File: config.mk
export PLATFORM = sky130hd
export DESIGN_NAME = i2c_ov7670_cfg_seq
export DESIGN_NICKNAME = d
export VERILOG_FILES = /design/src/rtl/i2c_ov7670_cfg_seq.sv
export SDC_FILE = /design/constraint.sdc
export NUM_CORES = 1
export LEC_CHECK = 0
export ABC_CLOCK_PERIOD_IN_PS = 5980
export BUFFER_PORTS_ARGS = -buffer_cell sky130_fd_sc_hd__buf_2
export CORE_MARGIN = 5
export CORE_UTILIZATION = 59
export CTS_BUF_LIST = sky130_fd_sc_hd__clkbuf_8
export DETAILED_ROUTE_END_ITERATION = 10
export PLACE_DENSITY = 0.86
export SYNTH_ARGS = -nofsm -noshare
export SYNTH_HDL_FRONTEND = slang
export SYNTH_SLANG_ARGS = --single-unit
File: constraint.sdc
create_clock -name clk -period 5.98 [get_ports clk]
set_input_delay 0.299 -clock clk [delete_from_list [all_inputs] [get_ports clk]]
set_output_delay 0.299 -clock clk [all_outputs]
set_load 0.05 [all_outputs]
File: src/rtl/i2c_ov7670_cfg_seq.sv
`timescale 1ns/1ps
// ---------------------------------------------------------------------------
// i2c_ov7670_cfg_seq
//
// Purpose: Walks the OV7670 configuration LUT after power-up. It fetches each
// {register, data} word, hands it to the SCCB byte-write engine, waits for
// completion, and then idles for an inter-write gap. The gap is longer after a
// soft-reset write (reg 0x12 with data bit 7 set). It counts entries that are
// NACKed and raises cfg_done once every entry has been written.
//
// Optional feature macro: I2C_CFG_RETRY_EN
//   defined   - a NACKed entry is retried up to MAX_RETRY times. Each retry is
//               preceded by a GAP_DLY gap. The entry counts as failed only if
//               the final attempt also NACKs.
//   undefined - no retry logic. A NACK fails the entry immediately.
//
// Ports:
//   clk, rst          - clock, synchronous active-high reset
//   cfg_start         - restart pulse, honoured only when configuration is done
//   LUT_INDEX         - index driven to the combinational config LUT
//   LUT_DATA          - {reg[15:8], data[7:0]} returned by the LUT
//   i2c_req           - one-cycle write request to the SCCB engine
//   i2c_dev           - sensor write address (constant DEV_ADDR)
//   i2c_reg, i2c_wdat - register/data, stable from i2c_req until i2c_done
//   i2c_busy          - engine busy
//   i2c_done          - one-cycle write-complete pulse
//   i2c_nack          - NACK flag, qualified by i2c_done
//   cfg_busy          - sequence in progress
//   cfg_done          - all entries written (level)
//   err               - sticky: at least one entry failed
//   err_cnt           - number of failed entries, saturating at 255
// ---------------------------------------------------------------------------
module i2c_ov7670_cfg_seq #(
  parameter int         LUT_SIZE  = 168,
  parameter logic [7:0] DEV_ADDR  = 8'h42,
  parameter int         PWRUP_DLY = 1_000_000,
  parameter int         GAP_DLY   = 500,
  parameter int         RST_DLY   = 50_000,
  parameter int         MAX_RETRY = 3
) (
  input  logic        clk,
  input  logic        rst,
  input  logic        cfg_start,
  output logic [7:0]  LUT_INDEX,
  input  logic [15:0] LUT_DATA,
  output logic        i2c_req,
  output logic [7:0]  i2c_dev,
  output logic [7:0]  i2c_reg,
  output logic [7:0]  i2c_wdat,
  input  logic        i2c_busy,
  input  logic        i2c_done,
  input  logic        i2c_nack,
  output logic        cfg_busy,
  output logic        cfg_done,
  output logic        err,
  output logic [7:0]  err_cnt
);

  typedef enum logic [2:0] {
    PWRUP = 3'd0,
    FETCH = 3'd1,
    ISSUE = 3'd2,
    WAIT  = 3'd3,
    GAP   = 3'd4,
    DONE  = 3'd5
  } state_t;

  // Terminal counts: a delay of N cycles ends when the counter reaches N-1.
  localparam logic [19:0] PWRUP_END = 20'(PWRUP_DLY - 1);
  localparam logic [19:0] GAP_END   = 20'(GAP_DLY - 1);
  localparam logic [19:0] RST_END   = 20'(RST_DLY - 1);
  localparam logic [7:0]  LAST_IDX  = 8'(LUT_SIZE - 1);

  state_t      state, state_next;
  logic [19:0] cnt;
  logic [19:0] gap_end;
  logic        soft_rst;

  // Strobes from the next-state logic to the register process
  logic        load;
  logic        req_set;
  logic        idx_inc;
  logic        fail;
  logic        restart;

`ifdef I2C_CFG_RETRY_EN
  logic [7:0]  retry_cnt;
  logic        retry_pend;  // the GAP in progress precedes a retry, not a new entry
  logic        retry_inc;
`endif

  function automatic logic [7:0] sat_inc(input logic [7:0] v);
    return (v == 8'hff) ? v : v + 8'd1;
  endfunction

  assign i2c_dev  = DEV_ADDR;
  assign cfg_done = (state == DONE);
  assign cfg_busy = (state != DONE);

  // i2c_reg/i2c_wdat still hold the entry just written while in GAP.
  assign soft_rst = (i2c_reg == 8'h12) && i2c_wdat[7];

`ifdef I2C_CFG_RETRY_EN
  assign gap_end = (!retry_pend && soft_rst) ? RST_END : GAP_END;
`else
  assign gap_end = soft_rst ? RST_END : GAP_END;
`endif

  always_comb begin
    state_next = state;
    load       = 1'b0;
    req_set    = 1'b0;
    idx_inc    = 1'b0;
    fail       = 1'b0;
    restart    = 1'b0;
`ifdef I2C_CFG_RETRY_EN
    retry_inc  = 1'b0;
`endif
    case (state)
      PWRUP: begin
        if (cnt == PWRUP_END) state_next = FETCH;
      end
      FETCH: begin
        load       = 1'b1;
        state_next = ISSUE;
      end
      ISSUE: begin
        if (!i2c_busy) begin
          req_set    = 1'b1;
          state_next = WAIT;
        end
      end
      WAIT: begin
        if (i2c_done) begin
          state_next = GAP;
          if (i2c_nack) begin
`ifdef I2C_CFG_RETRY_EN
            if (retry_cnt < 8'(MAX_RETRY)) retry_inc = 1'b1;
            else                           fail      = 1'b1;
`else
            fail = 1'b1;
`endif
          end
        end
      end
      GAP: begin
        if (cnt == gap_end) begin
`ifdef I2C_CFG_RETRY_EN
          if (retry_pend) begin
            state_next = ISSUE;
          end else
`endif
          if (LUT_INDEX == LAST_IDX) begin
            state_next = DONE;
          end else begin
            idx_inc    = 1'b1;
            state_next = FETCH;
          end
        end
      end
      DONE: begin
        if (cfg_start) begin
          restart    = 1'b1;
          state_next = PWRUP;
        end
      end
      default: state_next = PWRUP;
    endcase
  end

  always_ff @(posedge clk) begin
    if (rst) begin
      state     <= PWRUP;
      cnt       <= '0;
      LUT_INDEX <= '0;
      i2c_req   <= 1'b0;
      i2c_reg   <= '0;
      i2c_wdat  <= '0;
      err       <= 1'b0;
      err_cnt   <= '0;
`ifdef I2C_CFG_RETRY_EN
      retry_cnt  <= '0;
      retry_pend <= 1'b0;
`endif
    end else begin
      state   <= state_next;
      // Counter restarts from zero on every state entry, including GAP->ISSUE.
      cnt     <= (state_next != state) ? '0 : cnt + 20'd1;
      // Registered request: it rises one cycle after FETCH loads reg/data.
      i2c_req <= req_set;
      if (load) begin
        i2c_reg  <= LUT_DATA[15:8];
        i2c_wdat <= LUT_DATA[7:0];
      end
      if (idx_inc) LUT_INDEX <= LUT_INDEX + 8'd1;
      if (fail) begin
        err     <= 1'b1;
        err_cnt <= sat_inc(err_cnt);
      end
      if (restart) begin
        LUT_INDEX <= '0;
        err       <= 1'b0;
        err_cnt   <= '0;
      end
`ifdef I2C_CFG_RETRY_EN
      if (load)           retry_cnt <= '0;
      else if (retry_inc) retry_cnt <= retry_cnt + 8'd1;
      if (state == WAIT && i2c_done) retry_pend <= retry_inc;
`endif
    end
  end

endmodule

==> results of run 1 <==
-- layout by cell type, fill, tap and decap left out, drive strengths merged, types with 6 or more instances in the layout --
cell / n
nand2: 50
dfxtp: 57
a21oi: 31
xor2: 13
clkbuf: 11
nand3: 16
buf: 58
nor4: 8
nor3: 16
nand2b: 6
nand4: 9
nor2: 29
inv: 9
xnor2: 9
conb: 8
-- per-layer routing --
layer	up-vias	GRT usage, %	routed length [um]
met3	7	4.69	579
met2	97	32.9	2910
met5	-	0	0
met4	0	10.8	89
met1	1166	26.8	2660
li1	1251	-	-
-- worst min path at each step --
stage | endpoint | slack, ps | cells past startpoint
floorplan | state[1]$_SDFF_PP0_ | 410 | 1
global placement | i2c_wdat[5]$_SDFFE_PP0P_ | 440 | 2
detailed placement | i2c_wdat[0]$_SDFFE_PP0P_ | 450 | 2
CTS | i2c_reg[0]$_SDFFE_PP0P_ | 190 | 3
global route | i2c_wdat[6]$_SDFFE_PP0P_ | 210 | 3
finish | i2c_reg[4]$_SDFFE_PP0P_ | 200 | 3
-- through the flow --
step                      hold slack, ps  total power, uW
after detailed placement             445              424
after floorplan                      409              418
after global placement               439              423
after global routing                 207              745
final                                203              716
after CTS                            192              722
-- worst max-delay path: stages (launching register included) --
cell and delay, ps:
dfxtp_1 380, ha_1 270, or4b_1 510, nor4_4 290, nand2_1 180, or4_1 510
a21oi_1 160
-- power groups by stage --
stage                     combinational, uW  sequential [uW]  clock (uW)
final                                  31.5              384         300
after global routing                   34.6              384         326
after CTS                              31.5              384         307
after detailed placement               31.3              392           0
after global placement                 31.0              392           0
after floorplan                        25.7              392           0
-- final cells by class --
type,instances,area share (%)
Timing Repair Buffer,58,9.26
Clock inverter,3,0.356
Sequential cell,57,36.1
Tap cell,52,2.06
Clock buffer,11,4.79
Multi-Input combinational cell,253,46.8
Inverter,6,0.712
-- logic make-up (layout without fill, tap and decap cells) --
family          Yosys count  in the layout  synth area share, %
compound gates           51             51                 10.5
xor+xnor                 22             22                 7.04
fa+ha+maj                 3              3                 1.37
buf+inv                  27             78                 5.12
flops                    57             57                 41.7
mux                       6              6                 2.24
other cells               2              8                0.274
simple gates            163            163                 31.8
==> results.ini, run 1 <==
[layout]
utilization_pct=71.7
seq_area_um2=1140
n_antenna_cell=0
largest_reg_flops=20
regMostFlops=cnt
fillers=346
drive_gt1_share_pct=19.3
multi_input_area_um2=1480
area_growth_pct=15.5
fin_area_um2=3160
fin_nets=410
instances_no_fill=440

[timing]
slew_viol_final=0
hold_violations=0
fin_ws_ps=3590
rsz0062_at_grt=false
setup_tns_ps=0
period_needed_ps=2390
worst_slew_pin_slew_ps=812
clock.fmax_ghz=0.419
maxSlewHeadroom_pct=44.3
period_share_pct=39.9
fin_worst_skew_ps=5.74
setup_viol=0

[logic_synthesis]
syn_area_um2=2740
synth-edff-count=0
synth_top_area_share_pct=41.7
synth_seq_cells=57
syn_area_per_cell_um2=8.27
synth_common_cells=57 x dfxtp_1, 50 x nand2_1, 31 x a21oi_1
yosysMostFrequentCell=dfxtp_1
yosysUniqueCellTypes=47
yosysSeqAreaShare_pct=41.7
yosysWarningCount=0
synthArstFlopShare_pct=0
yosysTopAreaCell=dfxtp_1
synthCells=331
synthTopCellsByArea=dfxtp_1 42%, nand2_1 6.9%, a21oi_1 5.7%
synth-main-ff-cell=dfxtp_1

[die]
coreArea_um2=4410
core.rowCount=24
fp.dieH_um=78.1
die_w_um=78.1
io_pins=66
start_util_pct=62.0
die-area_um2=6100

[place]
dpl.cell_count=426
globalplace.congestion=0.821
hpwl_um=4460
place_area_um2=3000
port_buffers=57
post-place-ws_ps=3640

[critical_path]
critPathKind=register to register
crit_path_end_kind=register
startpoint=cnt[0]$_SDFF_PP0_
path_max_fanout=6
start_kind=register
required_ps=6230
cp_data_arrival_time_ps=2640
reg2reg_slack_ps=3590
endpoint=LUT_INDEX[6]$_SDFFE_PP0P_
reg2reg_to=LUT_INDEX[6]$_SDFFE_PP0P_
r2r-start=cnt[0]$_SDFF_PP0_
rr_worst_depth=6

[global_routing]
grt_pass1_wl_um=10500
grt_max_degree=24
antenna_found_initial=0
track_usage_pct=20.9
grt_overflow=0
grt_pass1_vias=2277

[drt]
drcViolationCount=0
num_vias=2521
vias_per_cell=5.73
routedWlPerCell_um=14.2
wl_um=6240
ant_nets=0
dr.first_iter.drc_count=163
dr.pass1.iters=4

[clock_tree]
cts_resized=0
clockRootBuffer=clkbuf_8
numCtsBuffers=9
clk_pin_slew_ps=60
cts_tree=built
post_cts_buffers=0
hold_buffers=0
clk_latency_ps=330
cts_buffer_depth=2
cts_sinks=57
htree_num_levels=3

[power]
power.internal_uw=554
vdd_ir_drop_max_v=0.000148
seqPwrFrac_pct=53.7
p_clk_share_pct=41.9
netSwitchingFraction_pct=22.6
power_frac_comb_pct=4.4
powerDensity_nw_per_um2=226
cellLeakagePower_uw=0.00125
p_sw_uw=162

[worst_hold_path]
hold_start=LUT_DATA[12]
min_path_type=primary input to register

[run]
cap_violations=0

[outcome]
outcome=finished, final reports clean

Note: power is estimated with default switching activity, not from simulation.
==> run 2, diff against run 1 <==
- ABC_AREA: unset -> 1
- ABC_CLOCK_PERIOD_IN_PS: 5980 -> 2300
- CORE_UTILIZATION: 59 -> 56
- PLACE_DENSITY: 0.86 -> 0.81
- clock period: 5.98 -> 2.3 ns (I/O delays scaled with it)
==> results.ini, run 2 <==
[power]
cellLeakagePower_uw=0.00140  ; +12%
powerDensity_nw_per_um2=540  ; +140%
vdd_ir_drop_max_v=0.000336  ; +130%

[die]
io_pins=66  ; unchanged
die_w_um=82.3  ; +5.3%
die-area_um2=6770  ; +11%
start_util_pct=57.3  ; -4.7 points
core.rowCount=26  ; +8.3%
coreArea_um2=5110  ; +16%
fp.dieH_um=82.3  ; +5.3%

[logic_synthesis]
yosysTopAreaCell=dfxtp_1
synthCells=400  ; +21%
synthArstFlopShare_pct=0  ; unchanged
synth-edff-count=0  ; unchanged
synthTopCellsByArea=dfxtp_1 39%, inv_1 8.6%, nand2_1 6.8%
synth-main-ff-cell=dfxtp_1
synth_top_area_share_pct=39.0  ; -2.7 points
synth_seq_cells=57  ; unchanged
yosysMostFrequentCell=inv_1
yosysSeqAreaShare_pct=39.0  ; -2.7 points
syn_area_per_cell_um2=7.32  ; -12%
syn_area_um2=2930  ; +6.9%
synth_common_cells=67 x inv_1, 57 x dfxtp_1, 53 x nand2_1
yosysUniqueCellTypes=33  ; -30%
yosysWarningCount=0  ; unchanged

[drt]
vias_per_cell=4.96  ; -13%
dr.pass1.iters=4  ; unchanged
dr.max_layer_used=met4
dr.first_iter.drc_count=109  ; -33%
met3WireLength_um=423  ; -27%
met1Wirelength_um=2870  ; +7.8%
ant_nets=0  ; unchanged
met2WireLength_um=2810  ; -3.4%
wl_um=6200  ; -0.74%
num_vias=2650  ; +5.1%
drcViolationCount=0  ; unchanged
routedWlPerCell_um=11.6  ; -18%

[layout]
largest_reg_flops=20  ; unchanged
regMostFlops=cnt
drive_gt1_share_pct=26.1  ; +6.7 points
area_growth_pct=15.9
n_antenna_cell=0  ; unchanged
final_cell_mix=69 x inv_1, 57 x dfxtp_1, 57 x buf_2, 53 x nand2_1
final_common_cell=inv_1
fin_nets=487  ; +19%
utilization_pct=66.4  ; -5.2 points

[clock_tree]
clockRootBuffer=clkbuf_8
numCtsBuffers=9  ; unchanged
clk_pin_slew_ps=60  ; about the same
htree_num_levels=3  ; unchanged
cts_buffer_depth=2  ; unchanged
cts_tree=built
clk_latency_ps=330  ; about the same
cts_resized=0  ; unchanged
cts_sinks=57  ; unchanged
post_cts_buffers=0  ; unchanged
hold_buffers=0  ; unchanged

[global_routing]
grt_overflow=0  ; unchanged
grt_max_degree=33  ; +38%
grt_pass1_wl_um=10100  ; -4.0%
antenna_found_initial=0  ; unchanged
grt_pass1_vias=2404  ; +5.6%
track_usage_pct=19.1  ; -1.8 points

[timing]
maxSlewHeadroom_pct=62.0  ; +18 points
hold_violations=0  ; unchanged
setup_viol=0  ; unchanged
setup_tns_ps=0  ; unchanged
fin_worst_skew_ps=6.26  ; +0.520 ps
worst_slew_pin_slew_ps=564  ; -248 ps
rsz0062_at_grt=false
slew_viol_final=0  ; unchanged
hold_ws_ps=27.2  ; -176 ps
clock.fmax_ghz=0.506  ; +21%
period_share_pct=85.9  ; +46 points
period_needed_ps=1980  ; -413 ps

[worst_hold_path]
holdPathStages=2  ; -1
hold_start=rst
min_path_type=primary input to register

[critical_path]
crit_path_end_kind=register
r2r-start=cnt[0]$_SDFF_PP0_
path_max_fanout=20  ; +14
critPathKind=register to register
startpoint=cnt[0]$_SDFF_PP0_
cp_data_arrival_time_ps=2190  ; -450 ps
start_kind=register
required_ps=2510  ; -3720 ps
rr_worst_depth=11  ; +5

[place]
globalplace.congestion=0.830  ; +1.1%
port_buffers=57  ; unchanged
hpwl_um=4670  ; +4.7%

[run]
cap_violations=0  ; unchanged

[outcome]
outcome=finished, final reports clean

[run 2: per-layer routing]
metal	up-vias	track usage [%]
met1	1189	23.4
met3	11	5.53
met5	-	0
met4	0	6.64
li1	1377	-
met2	73	32.0
[run 2: final cells by class]
type,count,area [um^2]
Fill cell,453,1720
Tap cell,70,87.6
Multi-Input combinational cell,261,1430
Clock inverter,3,12.5
Timing Repair Buffer,60,308
Clock buffer,10,138
Sequential cell,57,1140
Inverter,73,277
[run 2: worst max-delay path, cell delays in order, from the launching register on]
cell	delay (ps)
dfxtp_1	360
ha_1	220
inv_1	90
nor2_2	140
nand3_1	110
nor2_1	160
nand4_1	150
nand2_2	100
o21ai_1	70
nand3_2	60
buf_4	320
nor2_4	60
[run 2: per-stage QoR]
stage                     total power [uW]  worst slack, ps  instance area, um^2  instances
after global routing                  1910              199                 3390        534
after detailed placement              1110              359                 3240        521
final                                 1830              324                 3390        534
after global placement                1110              472                 3240        521
after CTS                             1860              337                 3390        534
after floorplan                       1100              282                 2950        406
[run 2: path summary, 6_finish.rpt]
path                                                 end  slack (ps)
worst max-delay path                  cnt[15]$_SDFF_PP0_         320
worst min-delay path                  i2c_req$_SDFF_PP0_          30
worst max register to register        cnt[15]$_SDFF_PP0_         320
worst min register to register  i2c_wdat[4]$_SDFFE_PP0P_         450
[run 2: where the power goes]
group | internal (uW) | total (uW) | switching (uW) | leakage, uW
Sequential | 993 | 997 | 4.07 | 0.000459
Combinational | 27.2 | 95.4 | 68.2 | 0.000853
Clock | 391 | 740 | 349 | 0.0000865
Total | 1410 | 1830 | 421 | 0.00140
[run 2: kinds of logic after synthesis]
group | share of synthesized area (%)
adders and majority gates | 1.28
xor gates and xnor gates | 5.09
and+or+nand+nor | 30.4
buffers and inverters | 13.0
DFF | 39.0
AOI/OAI and AO/OA | 11.0
other | 0.257
